<file path="src/rtl/basys3_pkg.sv">
// ---------------------------------------------------------------------------
// basys3_pkg
// Board-level constants shared by the Basys3 front-end stages.
//   CLK_HZ            : board oscillator frequency
//   SWT_WIDTH         : number of slide switches fed into the AOI path
//   DB_MS             : debounce settling time in milliseconds
//   DB_CYCLES_DEFAULT : settling time expressed in CLK cycles
//   SEG_DIGIT_0/1     : active-low 7-segment patterns shared with the display
//   cnt_width()       : counter width able to hold 0 .. cycles-1 (at least 1)
// ---------------------------------------------------------------------------
package basys3_pkg;

  localparam int CLK_HZ            = 100000000;
  localparam int SWT_WIDTH         = 4;
  localparam int DB_MS             = 10;
  localparam int DB_CYCLES_DEFAULT = CLK_HZ / 1000 * DB_MS;

  localparam logic [6:0] SEG_DIGIT_0 = 7'b1000000;
  localparam logic [6:0] SEG_DIGIT_1 = 7'b1111001;

  // A one-cycle debounce still needs a 1-bit counter so the port widths
  // never collapse to zero.
  function automatic int cnt_width(input int cycles);
    return (cycles > 1) ? $clog2(cycles) : 1;
  endfunction

endpackage

</file>
<file path="src/rtl/debounce_bit.sv">
// ---------------------------------------------------------------------------
// debounce_bit
// Single switch bit: SYNC_STAGES-deep synchroniser, stability counter and
// registered rise/fall strobes.
//   clk   : board clock
//   rst_n : synchronous, active-low reset
//   din   : raw asynchronous switch pin
//   dout  : debounced level
//   rise  : one-cycle pulse in the cycle dout goes 0 -> 1
//   fall  : one-cycle pulse in the cycle dout goes 1 -> 0
// ---------------------------------------------------------------------------
module debounce_bit
  import basys3_pkg::*;
#(
  parameter int SYNC_STAGES = 2,
  parameter int DB_CYCLES   = DB_CYCLES_DEFAULT
) (
  input  logic clk,
  input  logic rst_n,
  input  logic din,
  output logic dout,
  output logic rise,
  output logic fall
);

  localparam int CNT_W = cnt_width(DB_CYCLES);
  localparam logic [CNT_W-1:0] CNT_MAX = CNT_W'(DB_CYCLES - 1);

  logic [SYNC_STAGES-1:0] sync_q;
  logic [CNT_W-1:0]       cnt;
  logic                   sync;

  // Oldest stage of the shift chain is the only value the filter looks at.
  assign sync = sync_q[SYNC_STAGES-1];

  // Synchroniser chain: pure flops, nothing in between, so metastability
  // has the full chain to resolve before any decision is made on it.
  always_ff @(posedge clk) begin
    if (!rst_n) begin
      sync_q <= '0;
    end else begin
      sync_q <= {sync_q[SYNC_STAGES-2:0], din};
    end
  end

  // Stability filter: the counter runs only while the synchronised input
  // disagrees with the published level. Any agreeing cycle clears it, so a
  // bounce has to stay away for DB_CYCLES straight cycles to get through.
  // The counter is cleared on the qualifying cycle instead of incrementing,
  // which keeps it within 0 .. DB_CYCLES-1 and it can never wrap.
  always_ff @(posedge clk) begin
    if (!rst_n) begin
      cnt  <= '0;
      dout <= 1'b0;
      rise <= 1'b0;
      fall <= 1'b0;
    end else begin
      rise <= 1'b0;
      fall <= 1'b0;
      if (sync == dout) begin
        cnt <= '0;
      end else if (cnt == CNT_MAX) begin
        cnt  <= '0;
        dout <= sync;
        rise <= sync;
        fall <= ~sync;
      end else begin
        cnt <= cnt + CNT_W'(1);
      end
    end
  end

endmodule

</file>
<file path="src/rtl/swt_debounce.sv">
// ---------------------------------------------------------------------------
// swt_debounce
// Conditions the Basys3 slide switches before the AOI / 7-segment path.
// Each bit is synchronised and debounced independently; SWT_OUT[0..3] feed
// AOI inputs a..d.
//   CLK      : 100 MHz board clock
//   RST_N    : synchronous, active-low reset
//   SWT_IN   : raw asynchronous switch pins
//   SWT_OUT  : debounced switch levels
//   SWT_RISE : per-bit one-cycle pulse when SWT_OUT goes 0 -> 1
//   SWT_FALL : per-bit one-cycle pulse when SWT_OUT goes 1 -> 0
//   SWT_CHG  : high in any cycle where some bit of SWT_OUT changed
// ---------------------------------------------------------------------------
module swt_debounce
  import basys3_pkg::*;
#(
  parameter int WIDTH       = SWT_WIDTH,
  parameter int SYNC_STAGES = 2,
  parameter int DB_CYCLES   = DB_CYCLES_DEFAULT
) (
  input  logic             CLK,
  input  logic             RST_N,
  input  logic [WIDTH-1:0] SWT_IN,
  output logic [WIDTH-1:0] SWT_OUT,
  output logic [WIDTH-1:0] SWT_RISE,
  output logic [WIDTH-1:0] SWT_FALL,
  output logic             SWT_CHG
);

  // One fully independent filter per switch.
  for (genvar i = 0; i < WIDTH; i++) begin : g_bit
    debounce_bit #(
      .SYNC_STAGES(SYNC_STAGES),
      .DB_CYCLES  (DB_CYCLES)
    ) u_bit (
      .clk  (CLK),
      .rst_n(RST_N),
      .din  (SWT_IN[i]),
      .dout (SWT_OUT[i]),
      .rise (SWT_RISE[i]),
      .fall (SWT_FALL[i])
    );
  end

  // The strobes are already registered, so the reduction is glitch-free and
  // lands in the same cycle as the SWT_OUT change; several bits qualifying
  // together still give a single pulse.
  assign SWT_CHG = |(SWT_RISE | SWT_FALL);

endmodule

</file>
<file path="config.mk">
export PLATFORM = sky130hd
export DESIGN_NAME = swt_debounce
export DESIGN_NICKNAME = d
export VERILOG_FILES = /design/src/rtl/basys3_pkg.sv /design/src/rtl/debounce_bit.sv /design/src/rtl/swt_debounce.sv
export SDC_FILE = /design/constraint.sdc
export NUM_CORES = 1
export LEC_CHECK = 0
export ABC_AREA = 1
export CORE_ASPECT_RATIO = 0.8
export CORE_UTILIZATION = 50
export DETAILED_ROUTE_END_ITERATION = 8
export GPL_ROUTABILITY_DRIVEN = 1
export PLACE_DENSITY = 0.67
export RECOVER_POWER = 25
export SYNTH_ARGS = -nofsm -noshare
export SYNTH_HDL_FRONTEND = slang
export SYNTH_SLANG_ARGS = --single-unit
export TNS_END_PERCENT = 20
</file>
<file path="constraint.sdc">
create_clock -name CLK -period 1.95 [get_ports CLK]
set_input_delay 0.39 -clock CLK [delete_from_list [all_inputs] [get_ports CLK]]
set_output_delay 0.39 -clock CLK [all_outputs]
set_load 0.005 [all_outputs]
</file>
==> summary.md, run 1 <==
| Metric | Value |
|---|---|
| Grt ovf | 0 |
| Port Buffers | 18 |
| Seq/Total Area, Yosys | 40.7% |
| WP buf/inv | 3 |
| XOR/XNOR share of the synthesized area | 6.06% |
| Post-Synth Adder-Cell Area | under 10% |
| # Post-CTS Setup Buffers | 0 |
| Mapped Cells | 728 |
| Worst-case hold path end point | g_bit[0].u_bit.sync_q[1] |
| Top cell type by total area after synthesis | dfxtp_1 |
| Crit-path cells | ha_1, nand3_2, clkinv_1, nand3_2, o21ai_4, inv_1, nand2_1, inv_1 |
| Post-Synth Simple-Gate Area | 37.6% |
| Setup TNS | 0 ns |
| Vias per inst | 4.88 |
| Syn_area_per_cell | 6.75 µm² |
| Slowest stage delay, CP | between 0.5 and 0.6 ns |
| DRC | 0 |
| Total CTS buffers | 9 |
| Max-slew violation count | 0 |
| Headroom to the max-slew limit | 56.7% |
| Status | completed |
| Synthesized flop and latch total | 100 |
| Minimum period implied by the final worst setup slack | 1.76 ns |
| Area Growth Syn to Fin | 11.3% |
| Critical path capture point type | register |
| Post-synthesis cell type count | 32 |
| Die Span Y | 90.7 µm |
| FF-to-FF path depth | 8 |
| Worst vdd ir | around 560 µV |
| P per Cell Area | around 740 mW/mm² |
| CP required | 2.20 ns |
| First-pass GRT wire length | 17.8 mm |
| HP Start | g_bit[0].u_bit.sync_q[0] |
| Reg2reg end | g_bit[1].u_bit.cnt[15] |
| Final instance area | about 0.0055 mm² |
| Post-route ant nets | 0 |
| Final setup viols | 0 |
| Clk_skew | 0.00662 ns |
| Synth Net Count | 738 |
| Synth top area cells | dfxtp_1, nand2_1, nor2_1 |
| Count leader, synth | nand2_1 |
| Synth warn | 0 |
| Rows | 31 |
| Top-level port count | 19 |
| Post-synth EDFFs | 0 |
| WP data arrival | ~2 ns |
| RSZ-0062 raised after global routing | false |
| Non-Filler Instances | ~860 |
| Worst skew pair latency | 0.34 ns |
| Clock transition at path regs | 0.07 ns |
| Initial DRC Count | 227 |
| CTS max path bufs | 2 |
| Reg2reg start | g_bit[1].u_bit.cnt[1] |
| Vias in the first global route | 4,017 |
| Die width | 113 µm |
| Total track usage | 21.4% |
| Clk root buf | clkbuf_16 |
| Crit-path slowest cell | o21ai_4 |
| Largest family of logic cells by synthesized area | simple AND/OR/NAND/NOR gates |
| Yosys top cell area share | a little over 40% |
| R2R Setup Slk | slightly below 0.2 ns |
| Worst hold path depth | 2 |
| Slew @ Worst Pin | 0.648 ns |
| DP HPWL | 7.45 mm |
| Clk sinks | 100 |
| Final hold violation count | 0 |
| Full die area | 0.0102 mm² |
| Area after DPL | 0.00514 mm² |
| Class of the tightest hold or removal check | register to register |
| Final WL | 10.0 mm |
| First drt pass iteration count | 5 |
| Nets | 754 |
| Post-synthesis mux area share | 0% |
| Initial antenna violation count | 0 |
| Final worst-path cycle share | 90.1% |
| MaxCap Viol Count | 0 |
| Crit path kind | register to register |
| RePlAce Congestion | between 0.8 and 0.9 |
| Predominant post-synthesis flop cell | dfxtp_1 |
| CP Launch Type | register |
| Dpl cells | roughly 850 |
| Synthesized area | 0.00491 mm² |
| Crit-path max FO | 19 |
| Post-synthesis compound-gate area fraction | 5.14% |
| CP delay by family, top | compound AO/OA/AOI/OAI gates |
| Core area | 0.00931 mm² |
| H-Tree Depth | 3 |
| Ant diodes | 0 |
| Commonest cells post-synth | nand2_1, nor2_1, dfxtp_1 |
| Wire per inst | 11.6 µm |
| Leak | 1.86 nW |
| CTS tree | yes |
| Initial Utilization | 52.8% |
| Layout cell share with drive strength beyond 1 | under 10% |
| Detailed-route via count | approximately 4,200 |
| Post-synthesis async set-or-reset flop share | 0% |
| Fillcell total | 894 |
| Largest net degree at the start of global routing | 21 |
| F_max | 0.569 GHz |
worst max-delay path by stage:
stage / startpoint / depth (start not counted) / endpoint
after floorplan: g_bit[1].u_bit.cnt[0] / 7 / g_bit[1].u_bit.cnt[11]
after global placement: g_bit[2].u_bit.fall / 3 / SWT_CHG
after detailed placement: g_bit[1].u_bit.cnt[1] / 8 / g_bit[1].u_bit.cnt[15]
after CTS: g_bit[3].u_bit.rise / 3 / SWT_CHG
after global routing: g_bit[1].u_bit.cnt[1] / 8 / g_bit[1].u_bit.cnt[15]
final: g_bit[1].u_bit.cnt[1] / 8 / g_bit[1].u_bit.cnt[15]
layout by cell type, fill, tap and decap left out, types with 2 or more instances in the layout:
master	Yosys	routed
a21oi_1	33	33
and2_1	2	2
buf_4	14	4
bufinv_16	0	2
clkbuf_16	0	9
clkdlybuf4s50_1	0	11
clkinv_2	0	2
dfxtp_1	100	100
dlygate4sd3_1	0	6
ha_1	4	4
inv_1	84	84
nand2_1	199	199
nand2_2	3	3
nand3_1	40	40
nand3_2	4	4
nand3b_1	4	4
nand4_1	7	7
nor2_1	152	152
nor2_2	12	12
nor2_4	2	2
nor3_1	5	5
o21ai_0	7	7
o21bai_1	2	2
or2_0	2	2
or2_2	6	6
xnor2_1	17	17
xor2_1	17	17
worst reg2reg max path, delay by kind of cell, from the launching register on:
family          cells  cell delay, ns
compound gates      1            0.54
fa+ha+maj           1            0.20
buf+inv             3            0.25
flops               1            0.35
simple gates        3            0.32
through the flow:
step	utilization, %	worst slack, ns	power (mW)	hold slack (ns)
floorplan	-	0.489	2.14	0.390
global placement	55.2	0.228	2.16	0.392
detailed placement	55.2	0.186	2.16	0.401
CTS	58.8	0.163	4.08	0.414
global route	58.8	0.0277	4.17	0.441
finish	58.8	0.194	4.02	0.410
kinds of logic after synthesis:
| kind of cell | Yosys count |
|---|---|
| simple gates | 440 |
| buf+inv | 104 |
| flops | 100 |
| compound gates | 46 |
| xor+xnor | 34 |
| fa+ha+maj | 4 |
sequential cells by signal (all words and copies together) (netlist names):
register / cells
g_bit.u_bit.sync_q: 8
g_bit.u_bit.fall: 4
g_bit.u_bit.rise: 4
g_bit.u_bit.dout: 4
g_bit.u_bit.cnt: 80
repair_timing:
action,CTS,global route
hold buffers,0,0
endpoints found under the setup margin,1,0
gates resized for setup,3,0
report_power, final:
part	switching [mW]	internal, mW	leakage, nW	total, mW
clock network	0.753	1.16	0.159	1.91
logic	0.0316	0.0206	0.897	0.0522
registers	0.00698	2.05	0.807	2.06
total	0.792	3.23	1.86	4.02
cell type report:
type                       instances  area [µm²]  share of cell area (%)
inverter                          85         319                    5.83
tap                              115         144                    2.63
clock inverter                     6        86.3                    1.58
multi-input combinational        524        2460                    45.0
clock buffer                      10         239                    4.37
sequential                       100        2000                    36.6
timing repair buffer              24         218                    3.98
per-layer routing:
layer	track usage, %	vias to the layer above	share of wire (%)
met1	28.2	1891	50
li1	-	2259	-
met4	5.22	0	0.88
met2	34.9	63	45
met3	5.57	7	4.0
met5	0	-	0
Note: power is estimated with default switching activity, not from simulation.
==> run 2: changes to the inputs <==
--- a/constraint.sdc
+++ b/constraint.sdc
@@ -3,2 +3,2 @@
 set_output_delay 0.39 -clock CLK [all_outputs]
-set_load 0.005 [all_outputs]
+set_load 0.05 [all_outputs]
==> summary.md, run 2 (synthesized netlist as in run 1, its figures left out) <==
| Metric | Value |
|---|---|
| MaxCap Viol Count | 0 |
| Die Span Y | 90.7 µm |
| Detailed-route via count | 4,267 |
| Status | completed |
| Worst hold path depth | 2 |
| Most frequent cells in the layout | nand2_1, nor2_1, dfxtp_1, inv_1, nand3_1 |
| Final worst-path cycle share | 98.0% |
| Grt ovf | 0 |
| Port Buffers | 18 |
| First-pass GRT wire length | 17.4 mm |
| Fillcell total | just over 900 |
| Total track usage | 21.0% |
| Area after DPL | 0.00512 mm² |
| H-Tree Depth | 3 |
| Clock transition at path regs | approximately 0.060 ns |
| CP required | 1.56 ns |
| CP Launch Type | register |
| Class of the tightest hold or removal check | register to register |
| Vias per inst | 4.93 |
| Final instance area | around 0.0054 mm² |
| R2R Setup Slk | 0.18 ns |
| Area Growth Syn to Fin | 10.0% |
| Total CTS buffers | 9 |
| Top-level port count | 19 |
| Worst-case hold path end point | g_bit[0].u_bit.sync_q[1] |
| Initial antenna violation count | 0 |
| FF-to-FF path depth | 7 |
| Rows | 31 |
| Slew @ Worst Pin | 0.632 ns |
| Initial DRC Count | about 230 |
| Max reg flops | 80 |
| Hold-fix buffers, CTS | 0 |
| Most flop-heavy register | g_bit.u_bit.cnt |
| RSZ-0062 raised after global routing | true |
| RePlAce Congestion | 0.858 |
| Nets | 757 |
| Wire per inst | 11.5 µm |
| Slowest stage delay, CP | about 0.8 ns |
| Final setup viols | 0 |
| WP buf/inv | 1 |
| First drt pass iteration count | 4 |
| Headroom to the max-slew limit | 58.1% |
| Critical path capture point type | primary output |
| Vias in the first global route | 3,950 |
| Full die area | 0.0102 mm² |
| Final WL | 9.95 mm |
| Design Power | 3.83 mW |
| P per Cell Area | 709 mW/mm² |
| Leak | 1.83 nW |
| DRC | 0 |
| Reg2reg start | g_bit[3].u_bit.cnt[0] |
| Final hold slack | 0.418 ns |
| CP delay by family, top | buffers and inverters |
| Minimum period implied by the final worst setup slack | 1.91 ns |
| Clk root buf | clkbuf_16 |
| HP Start | g_bit[0].u_bit.sync_q[0] |
| Ant diodes | 0 |
| DP HPWL | roughly 7.5 mm |
| Clk_skew | 0.00558 ns |
| Worst skew pair latency | 0.33 ns |
| Final hold violation count | 0 |
| Crit path kind | register to primary output |
| Reg2reg end | g_bit[3].u_bit.cnt[13] |
| CTS tree | yes |
| Fin util | 58.1% |
| Worst vdd ir | around 460 µV |
| Core area | 0.00931 mm² |
| WP data arrival | 1.52 ns |
| Initial Utilization | 52.8% |
| Setup TNS | 0 ns |
| Crit-path slowest cell | clkdlybuf4s50_1 |
| Crit-path max FO | 2 |
| Clk sinks | 100 |
| Layout cell share with drive strength beyond 1 | 6.52% |
| Post-route ant nets | 0 |
| CTS max path bufs | 2 |
| Commonest non-fill, non-tap cell in the layout | nand2_1 |
| Top Registers | g_bit.u_bit.cnt x80, g_bit.u_bit.sync_q x8 |
| Crit-path cells | clkdlybuf4s50_1 |
| Largest net degree at the start of global routing | 21 |
| Die width | ~110 µm |
| Max-slew violation count | 0 |
| F_max | 0.523 GHz |
## run 2: cell count changes in the layout (fill, tap and decap cells not counted), moves of 2 or more
| cell | change |
|---|---|
| bufinv_16 | -2 |
| clkbuf_8 | +3 |
| buf_4 | +4 |
| nand3_2 | -2 |
| dlygate4sd3_1 | -5 |
| nand3_1 | +2 |
| clkbuf_1 | +6 |
## run 2: what timing repair did
action / in CTS / in global routing
gates resized for setup: 0 / 1
setup endpoints to repair: 0 / 4
setup buffers: 0 / 4
## run 2: worst max-delay path by stage
stage	to	startpoint	cells past startpoint	slack, ns
floorplan	g_bit[1].u_bit.cnt[11]	g_bit[1].u_bit.cnt[0]	7	0.49
global placement	g_bit[1].u_bit.cnt[15]	RST_N	7	0.21
detailed placement	g_bit[1].u_bit.cnt[15]	g_bit[1].u_bit.cnt[1]	8	0.16
CTS	SWT_RISE[3]	g_bit[3].u_bit.rise	1	0.03
global route	SWT_CHG	g_bit[2].u_bit.fall	3	-0.01
finish	SWT_FALL[2]	g_bit[2].u_bit.fall	1	0.04
## run 2: where the power goes
group	switching [mW]	total [mW]	internal, mW
Clock	0.721	1.72	0.997
Combinational	0.0326	0.0566	0.0240
Sequential	0.00702	2.06	2.05
Total	0.761	3.83	3.07
## run 2: through the flow
stage               cells  setup slack (ns)
global placement      847             0.211
finish                866            0.0389
CTS                   862            0.0302
global route          866           -0.0110
detailed placement    847             0.158
floorplan             728             0.489
## run 2: final cells by class
type	count	area, µm²	area share [%]
timing repair buffer	27	223	4.12
tap	115	144	2.66
inverter	85	319	5.90
clock inverter	1	5.00	0.0925
clock buffer	14	284	5.25
multi-input combinational	524	2430	45.0
sequential	100	2000	37.0
## run 2: layer usage
metal / routed length [µm] / global-route usage (%)
met3: 362 / 5.37
met4: 114 / 7.11
met2: 4490 / 33.2
met5: 0 / 0
met1: 4980 / 27.7
==> run 3: changes to the inputs <==
Settings changed: CTS_BUF_LIST set to sky130_fd_sc_hd__clkbuf_8.
==> summary.md, run 3 (synthesized netlist as in run 1, its figures left out) <==
| Metric | Value |
|---|---|
| Hold-fix buffers, CTS | 0 |
| Status | completed |
| CP Launch Type | register |
| Clk sinks | 100 |
| Post-route ant nets | 0 |
| Setup ws final | 0.0233 ns |
| Reg2reg start | g_bit[3].u_bit.cnt[0] |
| DP HPWL | roughly 7.5 mm |
| Crit path kind | register to primary output |
| Vias in the first global route | 3,942 |
| Commonest non-fill, non-tap cell in the layout | nand2_1 |
| Total track usage | 21.0% |
| DRC | 0 |
| Clk_skew | 0.0109 ns |
| First drt pass iteration count | 4 |
| Port Buffers | 18 |
| CP delay by family, top | buffers and inverters |
| Critical path capture point type | primary output |
| P per Cell Area | about 640 mW/mm² |
| RSZ-0062 raised after global routing | true |
| Crit-path max FO | 2 |
| Fin util | 57.1% |
| Clk root buf | clkbuf_8 |
| Crit-path cells | clkdlybuf4s50_1 |
| Largest net degree at the start of global routing | 21 |
| Worst setup endpoint | SWT_FALL[3] |
| Headroom to the max-slew limit | 58.2% |
| Most flop-heavy register | g_bit.u_bit.cnt |
| Ant diodes | 0 |
| Final worst-path cycle share | 98.8% |
| Leak | 1.87 nW |
| Die Span Y | roughly 91 µm |
| Detailed-route via count | 4,210 |
| FF-to-FF path depth | 7 |
| Die width | 113 µm |
| Crit path from | g_bit[3].u_bit.fall |
| Worst skew pair latency | 0.36 ns |
| Class of the tightest hold or removal check | register to register |
| F_max | 0.519 GHz |
| Top Registers | g_bit.u_bit.cnt x80, g_bit.u_bit.sync_q x8 |
| Worst vdd ir | 429 µV |
| Layout cell share with drive strength beyond 1 | 6.52% |
| WP buf/inv | 1 |
| Max-slew violation count | 0 |
| R2R Setup Slk | 0.18 ns |
| Most frequent cells in the layout | nand2_1, nor2_1, dfxtp_1, inv_1, nand3_1 |
| Final hold violation count | 0 |
| Top-level port count | 19 |
| Crit-path slowest cell | clkdlybuf4s50_1 |
| Slew @ Worst Pin | roughly 0.63 ns |
| Total CTS buffers | 9 |
| Final WL | 9.93 mm |
| Stages on worst setup path | 1 |
| RePlAce Congestion | 0.858 |
| Slowest stage delay, CP | 0.81 ns |
| CTS tree | yes |
| Final setup viols | 0 |
| Initial antenna violation count | 0 |
| First-pass GRT wire length | approximately 17 mm |
| Max reg flops | 80 |
| Area Growth Syn to Fin | 8.12% |
| MaxCap Viol Count | 0 |
| H-Tree Depth | 3 |
| Nets | 757 |
| Full die area | 0.0102 mm² |
| WP data arrival | 1.54 ns |
| Reg2reg end | g_bit[3].u_bit.cnt[17] |
| CP required | 1.56 ns |
| Wire per inst | 11.5 µm |
| Core area | 0.00931 mm² |
| Clock transition at path regs | about 0.090 ns |
| Minimum period implied by the final worst setup slack | 1.93 ns |
| Initial DRC Count | 224 |
| Grt ovf | 0 |
| Pre-CTS setup slack | 0.158 ns |
| CTS max path bufs | 2 |
| Final hold slack | 0.418 ns |
| Rows | 31 |
| Initial Utilization | 52.8% |
| Vias per inst | 4.86 |
run 3: changes by cell type in the layout (fill, tap and decap cells not counted), sizes merged:
cell / previous run / this run
dlymetal6s2s: 0 / 4
dlygate4sd2: 0 / 2
inv: 84 / 85
clkdlybuf4s50: 11 / 5
clkbuf: 20 / 19
run 3: how the worst min path moves through the flow:
| stage | from | endpoint | cells past startpoint |
|---|---|---|---|
| 2_1_floorplan | g_bit[0].u_bit.sync_q[0] | g_bit[0].u_bit.sync_q[1] | 2 |
| 3_3_place_gp | g_bit[2].u_bit.sync_q[0] | g_bit[2].u_bit.sync_q[1] | 2 |
| 3_5_place_dp | g_bit[2].u_bit.sync_q[0] | g_bit[2].u_bit.sync_q[1] | 2 |
| 4_1_cts | g_bit[2].u_bit.sync_q[0] | g_bit[2].u_bit.sync_q[1] | 2 |
| 5_1_grt | g_bit[1].u_bit.sync_q[0] | g_bit[1].u_bit.sync_q[1] | 2 |
| 6_report | g_bit[0].u_bit.sync_q[0] | g_bit[0].u_bit.sync_q[1] | 2 |
run 3: cell type report:
class | instances | area, µm²
well taps | 115 | 144
repair buffers | 27 | 230
clock inverters | 2 | 8.76
inverters | 85 | 319
clock buffers | 13 | 179
fillers | 949 | 4000
flip-flops and latches | 100 | 2000
multi-input cells | 524 | 2430
run 3: what timing repair did:
action / CTS / global route
setup endpoints to repair: 2 / 9
resized for setup: 2 / 5
pin swaps: 0 / 1
gates cloned: 0 / 0
buffers inserted: 0 / 4
run 3: metrics by stage:
stage	power, mW	std cells	cell area (µm²)	TNS (ns)
floorplan	2.14	728	4910	0
global placement	2.16	847	5120	0
detailed placement	2.16	847	5120	0
CTS	3.42	862	5300	0
global route	3.52	866	5310	-0.0920
finish	3.38	866	5310	0
run 3: power breakdown:
| part | switching [mW] | leakage (nW) | total (mW) | internal, mW |
|---|---|---|---|---|
| clock network | 0.672 | 0.103 | 1.26 | 0.592 |
| registers | 0.00696 | 0.807 | 2.06 | 2.05 |
| logic | 0.0326 | 0.962 | 0.0566 | 0.0240 |
| total | 0.712 | 1.87 | 3.38 | 2.67 |
run 3: layer usage:
metal	wire length, µm	up-vias	GRT usage [%]
met2	4410	51	32.9
met5	0	-	0
met1	4960	1895	27.9
met4	147	0	7.44
met3	406	9	5.37
li1	-	2255	-
